`config.mk`:
```
export PLATFORM = sky130hd
export DESIGN_NAME = branch_sel
export DESIGN_NICKNAME = d
export VERILOG_FILES = /design/src/rtl/branch_pkg.sv /design/src/rtl/branch_dec.sv /design/src/rtl/branch_sel.sv
export SDC_FILE = /design/constraint.sdc
export NUM_CORES = 1
export LEC_CHECK = 0
export CAP_MARGIN = 40
export CORE_MARGIN = 10
export CORE_UTILIZATION = 45
export CTS_BUF_LIST = sky130_fd_sc_hd__clkbuf_8
export DETAILED_ROUTE_END_ITERATION = 8
export PLACE_DENSITY_LB_ADDON = 0.1
export REMOVE_ABC_BUFFERS = 1
export SETUP_SLACK_MARGIN = 0.1
export SYNTH_ARGS = -nofsm -noshare
export SYNTH_HDL_FRONTEND = slang
export SYNTH_SLANG_ARGS = --single-unit
```
`constraint.sdc`:
```
create_clock -name clk -period 8.2 [get_ports clk]
set_input_delay 2.46 -clock clk [delete_from_list [all_inputs] [get_ports clk]]
set_output_delay 2.46 -clock clk [all_outputs]
set_load 0.1 [all_outputs]
```
`src/rtl/branch_pkg.sv`:
```
// Shared types and defaults for the branch_sel N-way 4-phase splitter.
package branch_pkg;

  typedef enum logic [1:0] {
    ST_IDLE    = 2'd0,
    ST_ISSUE   = 2'd1,
    ST_RELEASE = 2'd2,
    ST_DONE    = 2'd3
  } state_e;

  localparam int N_OUT_DEF = 4;
  localparam int SEL_W_DEF = 2;
  localparam int CNT_W_DEF = 16;

  // Channel index width for a given number of outputs (never below 1 bit).
  function automatic int ch_width(input int n);
    return (n > 2) ? $clog2(n) : 1;
  endfunction

  localparam int CH_W = ch_width(N_OUT_DEF);

endpackage

```
`src/rtl/branch_dec.sv`:
```
// Enable-gated binary-to-one-hot decoder; purely combinational.
module branch_dec
  import branch_pkg::*;
#(
  parameter int N_OUT = N_OUT_DEF,
  parameter int DEC_W = ch_width(N_OUT)
) (
  input  logic [DEC_W-1:0] ch_i,
  input  logic             en_i,
  output logic [N_OUT-1:0] onehot_o
);

  always_comb begin
    onehot_o = '0;
    for (int i = 0; i < N_OUT; i++) begin
      onehot_o[i] = en_i && (ch_i == DEC_W'(i));
    end
  end

endmodule

```
`src/rtl/branch_sel.sv`:
```
// N-way 4-phase request splitter with registered outputs and completion counter.
// BRANCH_SEL_DEFAULT_EN: out-of-range sel routes to the last channel instead of flagging err.
module branch_sel
  import branch_pkg::*;
#(
  parameter int N_OUT = N_OUT_DEF,
  parameter int SEL_W = SEL_W_DEF,
  parameter int CNT_W = CNT_W_DEF
) (
  input  logic             clk,
  input  logic             rst,
  input  logic             req,
  input  logic [SEL_W-1:0] sel,
  input  logic [N_OUT-1:0] ack_in,
  output logic [N_OUT-1:0] fin,
  output logic             ack_out,
  output logic             busy,
  output logic             err,
  output logic [CNT_W-1:0] txn_cnt
);

  localparam int M_CH_W = ch_width(N_OUT);
  // One extra bit so N_OUT itself is representable for the range compare.
  localparam logic [SEL_W:0] N_OUT_S = (SEL_W + 1)'(N_OUT);
`ifdef BRANCH_SEL_DEFAULT_EN
  localparam logic [M_CH_W-1:0] LAST_CH = M_CH_W'(N_OUT - 1);
`endif

  state_e              state_q, state_d;
  logic [M_CH_W-1:0]   ch_q, ch_d;
  logic [N_OUT-1:0]    fin_q, fin_d;
  logic                ack_out_q, ack_out_d;
  logic                err_q, err_d;
  logic                busy_q, busy_d;
  logic [CNT_W-1:0]    cnt_q, cnt_d;

  logic                sel_ok;
  logic                ack_sel;

  assign sel_ok  = {1'b0, sel} < N_OUT_S;
  assign ack_sel = ack_in[ch_q];

  always_comb begin
    state_d   = state_q;
    ch_d      = ch_q;
    ack_out_d = ack_out_q;
    err_d     = err_q;
    cnt_d     = cnt_q;

    unique case (state_q)
      ST_IDLE: begin
        if (req) begin
          if (sel_ok) begin
            ch_d    = sel[M_CH_W-1:0];
            state_d = ST_ISSUE;
          end else begin
`ifdef BRANCH_SEL_DEFAULT_EN
            ch_d    = LAST_CH;
            state_d = ST_ISSUE;
`else
            // Acknowledge upstream straight away so a bad selector cannot stall it.
            ch_d      = '0;
            err_d     = 1'b1;
            ack_out_d = 1'b1;
            state_d   = ST_DONE;
`endif
          end
        end
      end
      ST_ISSUE: begin
        if (ack_sel) begin
          state_d = ST_RELEASE;
        end
      end
      ST_RELEASE: begin
        if (!ack_sel) begin
          ack_out_d = 1'b1;
          cnt_d     = cnt_q + CNT_W'(1);
          state_d   = ST_DONE;
        end
      end
      ST_DONE: begin
        if (!req) begin
          ack_out_d = 1'b0;
          err_d     = 1'b0;
          state_d   = ST_IDLE;
        end
      end
      default: state_d = ST_IDLE;
    endcase
  end

  // Outputs are registered from next-state so they appear on the deciding edge.
  branch_dec #(
    .N_OUT (N_OUT),
    .DEC_W (M_CH_W)
  ) u_dec (
    .ch_i     (ch_d),
    .en_i     (state_d == ST_ISSUE),
    .onehot_o (fin_d)
  );

  assign busy_d = (state_d != ST_IDLE);

  always_ff @(posedge clk) begin
    if (rst) begin
      state_q   <= ST_IDLE;
      ch_q      <= '0;
      fin_q     <= '0;
      ack_out_q <= 1'b0;
      err_q     <= 1'b0;
      busy_q    <= 1'b0;
      cnt_q     <= '0;
    end else begin
      state_q   <= state_d;
      ch_q      <= ch_d;
      fin_q     <= fin_d;
      ack_out_q <= ack_out_d;
      err_q     <= err_d;
      busy_q    <= busy_d;
      cnt_q     <= cnt_d;
    end
  end

  assign fin     = fin_q;
  assign ack_out = ack_out_q;
  assign busy    = busy_q;
  assign err     = err_q;
  assign txn_cnt = cnt_q;

endmodule

```
**After elaboration in Yosys (flattened, before gate mapping)**

Cells that the tools add are included.

- Add/sub/neg operators: 1
- Multiply operators: 0
- Divide/modulo/power cells: 0
- $lt $le $gt $ge: 1
- Equality and inequality tests: 9
- Shifts and indexed selects: 0
- Multiplexer cells: 12
- Bitwise gates (word level): 1
- Reduce and logical (&&, ||, !) cells: 10

Operators by type and width:

| operator | count |
|---|---|
| $add 16x1->16 const B | 1 |
| $mux 2 | 6 |
| $eq 2x2->1 const B | 4 |
| $pmux 2 s4 | 1 |
| $eq 2x1->1 const B | 3 |
| $logic_and 1x1->1 | 4 |
| $logic_not 2->1 | 2 |
| $ne 2x2->1 const B | 2 |
| $reduce_bool 2->1 | 2 |
| $lt 2x3->1 const B | 1 |
| $mux 1 | 3 |
| $reduce_and 3->1 | 1 |
| $bmux 1 s2 | 1 |
| $pmux 1 s2 | 1 |
| $reduce_and 2->1 | 1 |
| $not 1->1 | 1 |

- Register bits: 26
- Latch bits: 0
- RAM bits: 0
- ROM bits: 0
- Bits of input ports: 9
- Output and inout port bits: 23
- Word-level logic and storage cells: 40
- Memories kept: 0

**Logic depth before layout (Yosys ltp)**

Gate-level depths: netlist of run 1.

- Depth in word-level cells: 6
- Gate-level depth with buffers: 6
- Mapped depth without buffers: 5

**Hierarchy**

From an unflattened synthesis of run 1, not the netlist that was laid out.

- Cell total of the unflattened synthesis: 133
- Area total of the unflattened synthesis: 1,172.4 um^2

By module, submodules not included:

| module | instances | cells each | area each (um^2) | seq. area each (um^2) |
|---|---|---|---|---|
| branch_sel | 1 | 129 | 1,134.8 | 520.5 |
| branch_dec | 1 | 4 | 37.5 | 0.0 |

**Worst setup path before layout of run 1**

OpenSTA, ideal clock, no wires.

- Path type: input to register
- Start: in ack_in[3]
- End: reg cnt_q[12] (netlist: txn_cnt[12])
- Library setup time: 0.070 ns
- Arrival time: 4.240 ns
- Data required time: 8.130 ns
- Slack: 3.890 ns
- Stages on the path: 6
- Cells stage by stage: mux4_2 -> buf_6 -> or4_4 -> buf_6 -> or4_1 -> a21oi_1

- Cells in the longest elaborated chain, start to end: 4

RTL lines:

| what | RTL line | text |
|---|---|---|
| start: declaration | branch_sel.sv:14 | `input logic [N_OUT-1:0] ack_in,` |
| $bmux 1 s2 | branch_sel.sv:41 | `assign ack_sel = ack_in[ch_q];` |
| $mux 1 (implied by the code) | branch_sel.sv:41 |  |
| $not 1->1 (no line) | n/a |  |
| $reduce_and 2->1 (no line) | n/a |  |
| end signal: assignment | branch_sel.sv:121 | `cnt_q <= cnt_d;` |
| end: declaration | branch_sel.sv:35 | `logic [CNT_W-1:0] cnt_q, cnt_d;` |

Every way passes these cells. The select of a mux whose other input is x is not followed.
A chain may end at the register's enable or synchronous reset.

**Worst setup path after layout of run 1**

- Start: in ack_in[3]
- End: reg cnt_q[15] (netlist: txn_cnt[15])

Same word-level chain as after synthesis.

==> out/results.tsv, run 1 <==
metric	value	unit
start_util	47.0	%
drc	0	
overflow	0	
use_met2	19.3	%
r2r.worst_path.cells	4	
p_leak	0.000665	uW
fillers	185	
clk_latency	0.28	ns
syn-cell-area	0.00115	mm^2
ff2ff_setup_slack	5.85	ns
grt_pass1_wl	5.07	mm
setup_viol	0	
synth_area_leaders	dfxtp_1, a21oi_1, o31ai_1, xnor2_1, nor2_1	
grt_max_degree	23	
fmax	222	MHz
path_clk_slew	0.09	ns
slowest_stage	or4_4	
required	8.41	ns
syn_avg_cell_area	9.23	um^2
yosys.area.top_type	dfxtp_1	
drt-total-wl	2.98	mm
place_hpwl	2.29	mm
tightest_slew	0.740	ns
synthArstFlopShare	0	%
cap_violations	0	
crit_arrival	4.71	ns
num_vias	1091	
crit_fanout	12	
die_h	70.6	um
wl_per_cell	14.5	um
cts-resized-gates	0	
num_antenna_cells	0	
yosysUniqueCellTypes	35	
max-vdd-ir-drop	154	uV
cts_setup_buffers	0	
reg2reg_from	ch_q[0]$_SDFF_PP0_	
layout_commonest_cell	clkdlybuf4s50_1	
rsz0062_at_grt	no	
synth_edf_count	0	
stdcell_count	205	
yosysWarnings	0	
path_cells	clkdlybuf4s50_1, mux4_2, or4_4, or4_1, a21oi_1	
cts_tree	done	
drive_gt1_share	18.9	%
hold_start	ack_out$_SDFFE_PP0P_	
cts_buffers	3	
cts.sinks	26	
ys_ff_latch	26	
area_delta_synth_final	60.5	%
slew_headroom	49.4	%
port_buffers	30	
cts_hold_buf	0	
drtIter0Drc	77	
power	280	uW
fp.coreArea	0.00245	mm^2
skew	0.00246	ns
grt_most_used_layer	met2	
pin_count	32	
dp_cells	201	
critPathLaunchType	primary input	
grt_pass1_vias	1093	
holdWs	0.475	ns
gr-usage-met3	6.00	%
fin_tns_setup	0	ns
antenna_found_initial	0	
syn_inst	125	
track_usage	12.2	%
maxSlewViolCount	0	
whs_endpoint	ack_out$_SDFFE_PP0P_	
min_period	4.49	ns
powerDensity	151	mW/mm^2
whs_path_depth	2	
grt_use_met1	12.8	%
synth_ff_type	dfxtp_1	
layout_worst_path_cycle_share	54.8	%
finalHoldViolCount	0	
htree_levels	1	
finish.utilization	75.4	%
holdCritPathClass	register to register	
dr.pass1.iters	4	
netlist.area_leader.share	45.1	%
reg2reg_to	txn_cnt[15]$_SDFFE_PP0P_	
die_area	0.00499	mm^2
rows	18	
dieWidth	70.6	um
drtAntennaViolNets	0	
clockBufferDepth	2	
yosysSeqAreaShare	45.1	%
outcome	finished clean	
viasPerCell	5.32	
final_cell_mix	clkdlybuf4s50_1, dfxtp_1, buf_8, nor2_1, a21oi_1	
nNetsFinal	186	
end_kind	register	
setup.worst_path.class	primary input to register	
slowest_delay	0.62	ns
globalplace.congestion	0.761	
root_buffer	clkbuf_8	
==> registers in the layout, indices dropped and copies added, names as in the netlist <==
signal	cells
fin	4
ch_q	2
busy	1
txn_cnt	16
state_q	2
ack_out	1
==> power breakdown <==
group | internal, uW | switching (uW)
clock network | 43.0 | 41.7
logic | 22.4 | 37.1
registers | 131 | 4.32
total | 196 | 83.1
==> routing by layer <==
metal	part of all wire, %	vias up	wire [um]
li1	-	550	-
met1	40	505	1180
met2	49	27	1470
met3	8.1	9	241
met4	3.0	0	89
met5	0	-	0
==> logic make-up (layout without fill, tap and decap cells) <==
logic type,after synthesis,count (layout),share of synthesized area (%)
muxes,5,5,5.53
other,1,1,0.325
xor gates and xnor gates,8,8,6.07
buffers and inverters,14,64,6.18
and+or+nand+nor,47,47,23.3
AOI/OAI and AO/OA,23,23,12.4
adders and majority gates,1,1,1.08
DFF,26,26,45.1
==> cells in the mapped netlist, types with 3 or more instances <==
cell / number
nand3_1: 4
dfxtp_1: 26
o31ai_1: 7
a21oi_1: 11
clkbuf_1: 4
or4_1: 6
inv_1: 7
nor4_1: 4
mux2i_1: 3
nor2_1: 12
nand2_1: 5
xnor2_1: 6
==> final cells by class <==
type	count	area (um^2)	share of cell area, %
flip-flops and latches	26	520	28.1
well taps	30	37.5	2.03
clock buffers	4	55.1	2.97
multi-input cells	85	562	30.3
inverters	7	26.3	1.42
repair buffers	53	651	35.1
==> how the worst max path moves through the flow <==
| stage | start | endpoint |
|---|---|---|
| finish | ack_in[3] | txn_cnt[15]$_SDFFE_PP0P_ |
| global route | ack_in[3] | txn_cnt[15]$_SDFFE_PP0P_ |
| CTS | ack_in[3] | txn_cnt[15]$_SDFFE_PP0P_ |
| detailed placement | ack_in[3] | txn_cnt[15]$_SDFFE_PP0P_ |
| global placement | ack_in[3] | txn_cnt[15]$_SDFFE_PP0P_ |
| floorplan | ack_in[3] | txn_cnt[15]$_SDFFE_PP0P_ |
==> per-stage QoR <==
step / setup slack [ns] / instance area (um^2)
after floorplan: 3.93 / 1110
after global placement: 3.48 / 1450
after detailed placement: 3.42 / 1800
after CTS: 3.71 / 1850
after global routing: 3.63 / 1850
final: 3.71 / 1850
==> worst max-delay path: cells and delay by family <==
kind	cells	cell delay [ns]
AO/OA/AOI/OAI	1	0.14
multiplexers	1	0.60
AND/OR/NAND/NOR	2	1.10
buffers and inverters	1	0.40
Power figures use the tool's default switching activity.
==> run 2: changes to the inputs <==
==> constraint.sdc (replaced) <==
create_clock -name clk -period 4.6 [get_ports clk]
set_input_delay 1.38 -clock clk [delete_from_list [all_inputs] [get_ports clk]]
set_output_delay 1.38 -clock clk [all_outputs]
set_load 0.1 [all_outputs]
==> out/results.tsv, run 2 (synthesis gave the netlist of run 1 again) <==
metric	value	unit
outcome	finished clean	
dr.pass1.iters	4	
holdCritPathClass	register to register	
drtAntennaViolNets	0	
overflow	0	
wl_per_cell	14.4	um
min_period	3.42	ns
port_buffers	30	
largest_register_ffs	16	
critPathLaunchType	primary input	
cts_setup_buffers	0	
dieWidth	70.6	um
grt_pass1_vias	1055	
tightest_slew	0.697	ns
num_antenna_cells	0	
num_vias	1086	
setup_viol	0	
cts_hold_buf	0	
required	4.80	ns
layout_worst_path_cycle_share	74.3	%
globalplace.congestion	0.753	
die_area	0.00499	mm^2
die_h	70.6	um
slowest_stage	or4_4	
path_clk_slew	0.10	ns
rsz0062_at_grt	no	
pin_count	32	
cts-resized-gates	0	
stdcell_count	205	
powerDensity	287	mW/mm^2
cts.sinks	26	
cts_buffers	3	
start_util	47.0	%
path_cells	clkdlybuf4s50_1, mux4_2, or4_4, or4_1, a21oi_1	
setup_slack	1.18	ns
antenna_found_initial	0	
setup.worst_path.class	primary input to register	
crit_arrival	3.62	ns
area_delta_synth_final	61.9	%
fmax	292	MHz
clk_latency	0.27	ns
drtIter0Drc	58	
dp_cells	201	
crit_fanout	12	
cts_tree	done	
htree_levels	1	
rows	18	
track_usage	11.7	%
max-vdd-ir-drop	258	uV
crit_buf_inv	1	
layout_commonest_cell	clkdlybuf4s50_1	
drc	0	
place_ws	0.894	ns
fin_tns_setup	0	ns
clockBufferDepth	2	
viasPerCell	5.30	
fp.coreArea	0.00245	mm^2
grt_max_degree	23	
end_kind	register	
cap_violations	0	
root_buffer	clkbuf_8	
critPathTopFamily	simple AND/OR/NAND/NOR gates	
drt-total-wl	2.95	mm
p_leak	0.000672	uW
slew_headroom	52.3	%
nNetsFinal	186	
grt_pass1_wl	5.02	mm
place_hpwl	2.25	mm
slowest_delay	0.62	ns
maxSlewViolCount	0	
drive_gt1_share	18.9	%
skew	0.00906	ns
finalHoldViolCount	0	
ff2ff_setup_slack	2.27	ns
final_cell_mix	clkdlybuf4s50_1, dfxtp_1, buf_8, nor2_1, a21oi_1	
run 2: cell types whose count changed in the layout (fill, tap and decap cells not counted):
cell / delta
bufinv_16: +1
clkbuf_8: -1
run 2: worst paths after layout:
check,startpoint,endpoint,cells after the start
setup / recovery,ack_in[3],txn_cnt[15]$_SDFFE_PP0P_,5
hold / removal,ack_out$_SDFFE_PP0P_,ack_out$_SDFFE_PP0P_,2
setup reg to reg,ch_q[0]$_SDFF_PP0_,txn_cnt[15]$_SDFFE_PP0P_,4
hold reg to reg,ack_out$_SDFFE_PP0P_,ack_out$_SDFFE_PP0P_,2
run 2: power breakdown:
group | total (uW) | switching, uW | internal [uW] | leakage (uW)
clock | 189 | 73.0 | 116 | 0.0000357
sequential | 242 | 7.90 | 234 | 0.000211
combinational | 106 | 65.8 | 39.9 | 0.000425
total | 537 | 147 | 390 | 0.000672
run 2: worst register-to-register path: stages, from the launching register on:
cell	delay, ns
dfxtp_1	0.38
mux4_2	0.64
or4_4	0.62
or4_1	0.48
a21oi_1	0.14
run 2: stage by stage:
stage | hold slack, ns | utilization (%) | total power, uW | area (um^2)
after floorplan | 0.524 | - | 309 | 1110
after global placement | 0.462 | 59.2 | 334 | 1450
after detailed placement | 0.464 | 73.2 | 352 | 1800
after CTS | 0.478 | 76.1 | 540 | 1870
after global routing | 0.494 | 76.1 | 555 | 1870
final | 0.475 | 76.1 | 537 | 1870
run 2: per-layer routing:
layer  part of all wire (%)  track usage [%]  vias to the layer above
met3                    7.1             4.88                        4
met2                     49             19.9                       26
met1                     43             13.0                      508
met4                   0.98             3.87                        0
met5                      0                0                        -
li1                       -                -                      548
run 2: cell type report:
| class | instances | area (um^2) |
|---|---|---|
| multi-input combinational | 85 | 562 |
| clock inverter | 1 | 30.0 |
| clock buffer | 3 | 41.3 |
| sequential | 26 | 520 |
| fill | 181 | 587 |
| tap | 30 | 37.5 |
| timing repair buffer | 53 | 651 |
| inverter | 7 | 26.3 |
==> run 3: changes to the inputs <==
--- a/config.mk
+++ b/config.mk
@@ -7,7 +7,7 @@
 export LEC_CHECK = 0
 export CAP_MARGIN = 40
 export CORE_MARGIN = 10
-export CORE_UTILIZATION = 45
+export CORE_UTILIZATION = 44
 export CTS_BUF_LIST = sky130_fd_sc_hd__clkbuf_8
 export DETAILED_ROUTE_END_ITERATION = 8
 export PLACE_DENSITY_LB_ADDON = 0.1
==> constraint.sdc (replaced) <==
create_clock -name clk -period 2.7 [get_ports clk]
set_input_delay 0.81 -clock clk [delete_from_list [all_inputs] [get_ports clk]]
set_output_delay 0.81 -clock clk [all_outputs]
set_load 0.1 [all_outputs]
==> out/results.tsv, run 3 (synthesis gave the netlist of run 1 again) <==
metric	value	unit
skew	0.00215	ns
htree_levels	1	
rows	18	
dr.pass1.iters	4	
start_util	46.1	%
root_buffer	clkbuf_8	
r2r.worst_path.cells	5	
drc	0	
path_cells	clkdlybuf4s15_1, mux4_2, or4_4, buf_6, or4_1, a21oi_1	
p_leak	0.000601	uW
cts_tree	done	
whs_endpoint	ack_out$_SDFFE_PP0P_	
slowest_delay	0.55	ns
layout_commonest_cell	buf_4	
p_seq_share	52.6	%
grt_pass1_vias	1043	
p_switching	233	uW
nNetsFinal	177	
setup_slack	0.151	ns
wl_per_cell	14.1	um
hold_start	ack_out$_SDFFE_PP0P_	
place_ws	-0.304	ns
fmax	392	MHz
setup_viol	0	
viasPerCell	5.38	
cap_violations	0	
num_antenna_cells	0	
internal_power	550	uW
powerDensity	506	mW/mm^2
drtIter0Drc	46	
layout_worst_path_cycle_share	94.4	%
drt-total-wl	2.75	mm
fp.coreArea	0.00250	mm^2
largest_register_ffs	16	
drive_gt1_share	27.9	%
antenna_found_initial	0	
holdCritPathClass	register to register	
combPwrFrac	20.6	%
globalplace.congestion	0.717	
rsz0062_at_grt	yes	
die_area	0.00507	mm^2
ff2ff_setup_slack	0.42	ns
final_cell_mix	buf_4, dfxtp_1, nor2_1, a21oi_1	
outcome	finished clean	
slowest_stage	or4_4	
critPathLaunchType	primary input	
clockBufferDepth	2	
die_h	71.2	um
dieWidth	71.2	um
maxSlewViolCount	0	
cts_buffers	3	
track_usage	11.0	%
overflow	0	
crit_arrival	2.74	ns
placed_cell_area	0.00147	mm^2
max-vdd-ir-drop	363	uV
path_clk_slew	0.08	ns
end_kind	register	
whs_path_depth	2	
holdWs	0.490	ns
min_period	2.55	ns
swShare	29.7	%
reg2reg_to	txn_cnt[13]$_SDFFE_PP0P_	
setup.worst_path.class	primary input to register	
reg2reg_from	ch_q[0]$_SDFF_PP0_	
grt_pass1_wl	4.74	mm
power_frac_clock	26.8	%
area_delta_synth_final	33.9	%
grt_max_degree	14	
crit_fanout	4	
num_vias	1050	
tightest_slew	0.470	ns
clk_latency	0.26	ns
port_buffers	30	
finalHoldViolCount	0	
required	2.89	ns
cts.sinks	26	
slew_headroom	67.9	%
fin_tns_setup	0	ns
drtAntennaViolNets	0	
final_area	0.00155	mm^2
pin_count	32	
place_hpwl	2.08	mm
## run 3: cell types whose count changed in the layout (fill, tap and decap cells not counted), sizes merged
cell           change
clkdlybuf4s50     -26
buf               +13
clkdlybuf4s15      +4
bufinv             -1
## run 3: worst max-delay path, delay by kind of cell
| kind | cells | cell delay (ns) |
|---|---|---|
| mux | 1 | 0.47 |
| compound gates | 1 | 0.13 |
| buf+inv | 2 | 0.31 |
| simple gates | 2 | 1.02 |
## run 3: worst max path at each step
stage / from / to / slack, ns
2_1_floorplan: ack_in[3] / txn_cnt[15]$_SDFFE_PP0P_ / 0.08
3_3_place_gp: ack_in[3] / txn_cnt[15]$_SDFFE_PP0P_ / -0.27
3_5_place_dp: ack_in[2] / txn_cnt[15]$_SDFFE_PP0P_ / -0.30
4_1_cts: ack_in[0] / txn_cnt[13]$_SDFFE_PP0P_ / 0.12
5_1_grt: ack_in[3] / txn_cnt[13]$_SDFFE_PP0P_ / 0.09
6_report: ack_in[0] / txn_cnt[13]$_SDFFE_PP0P_ / 0.15
## run 3: through the flow
stage	utilization (%)	std cells	total power, uW
final	61.8	195	782
after global routing	61.8	195	826
after CTS	61.4	194	794
after detailed placement	58.7	188	583
after global placement	58.7	188	581
after floorplan	-	118	527
## run 3: repair_timing
action                                  4_1_cts  5_1_grt
gates resized for setup                      11        1
pin swaps                                     3        1
setup buffers                                 3        1
endpoints found under the setup margin        6        1
hold buffers                                  0        0
## run 3: power groups by stage
stage | Clock (uW) | Sequential, uW | Combinational (uW)
2_1_floorplan | 0 | 476 | 51.1
3_3_place_gp | 0 | 419 | 161
3_5_place_dp | 0 | 421 | 162
4_1_cts | 221 | 412 | 161
5_1_grt | 239 | 414 | 173
6_report | 210 | 412 | 161
## run 3: layer usage
metal | part of all wire, % | vias up | track usage (%)
li1 | - | 532 | -
met3 | 8.1 | 2 | 5.58
met5 | 0 | - | 0
met4 | 0.47 | 0 | 1.94
met2 | 48 | 21 | 17.9
met1 | 43 | 495 | 12.6
## run 3: layout make-up
type	count	area, um^2
clock buffers	3	41.3
flip-flops and latches	26	520
multi-input cells	85	566
repair buffers	44	354
well taps	30	37.5
inverters	7	26.3
fillers	227	955
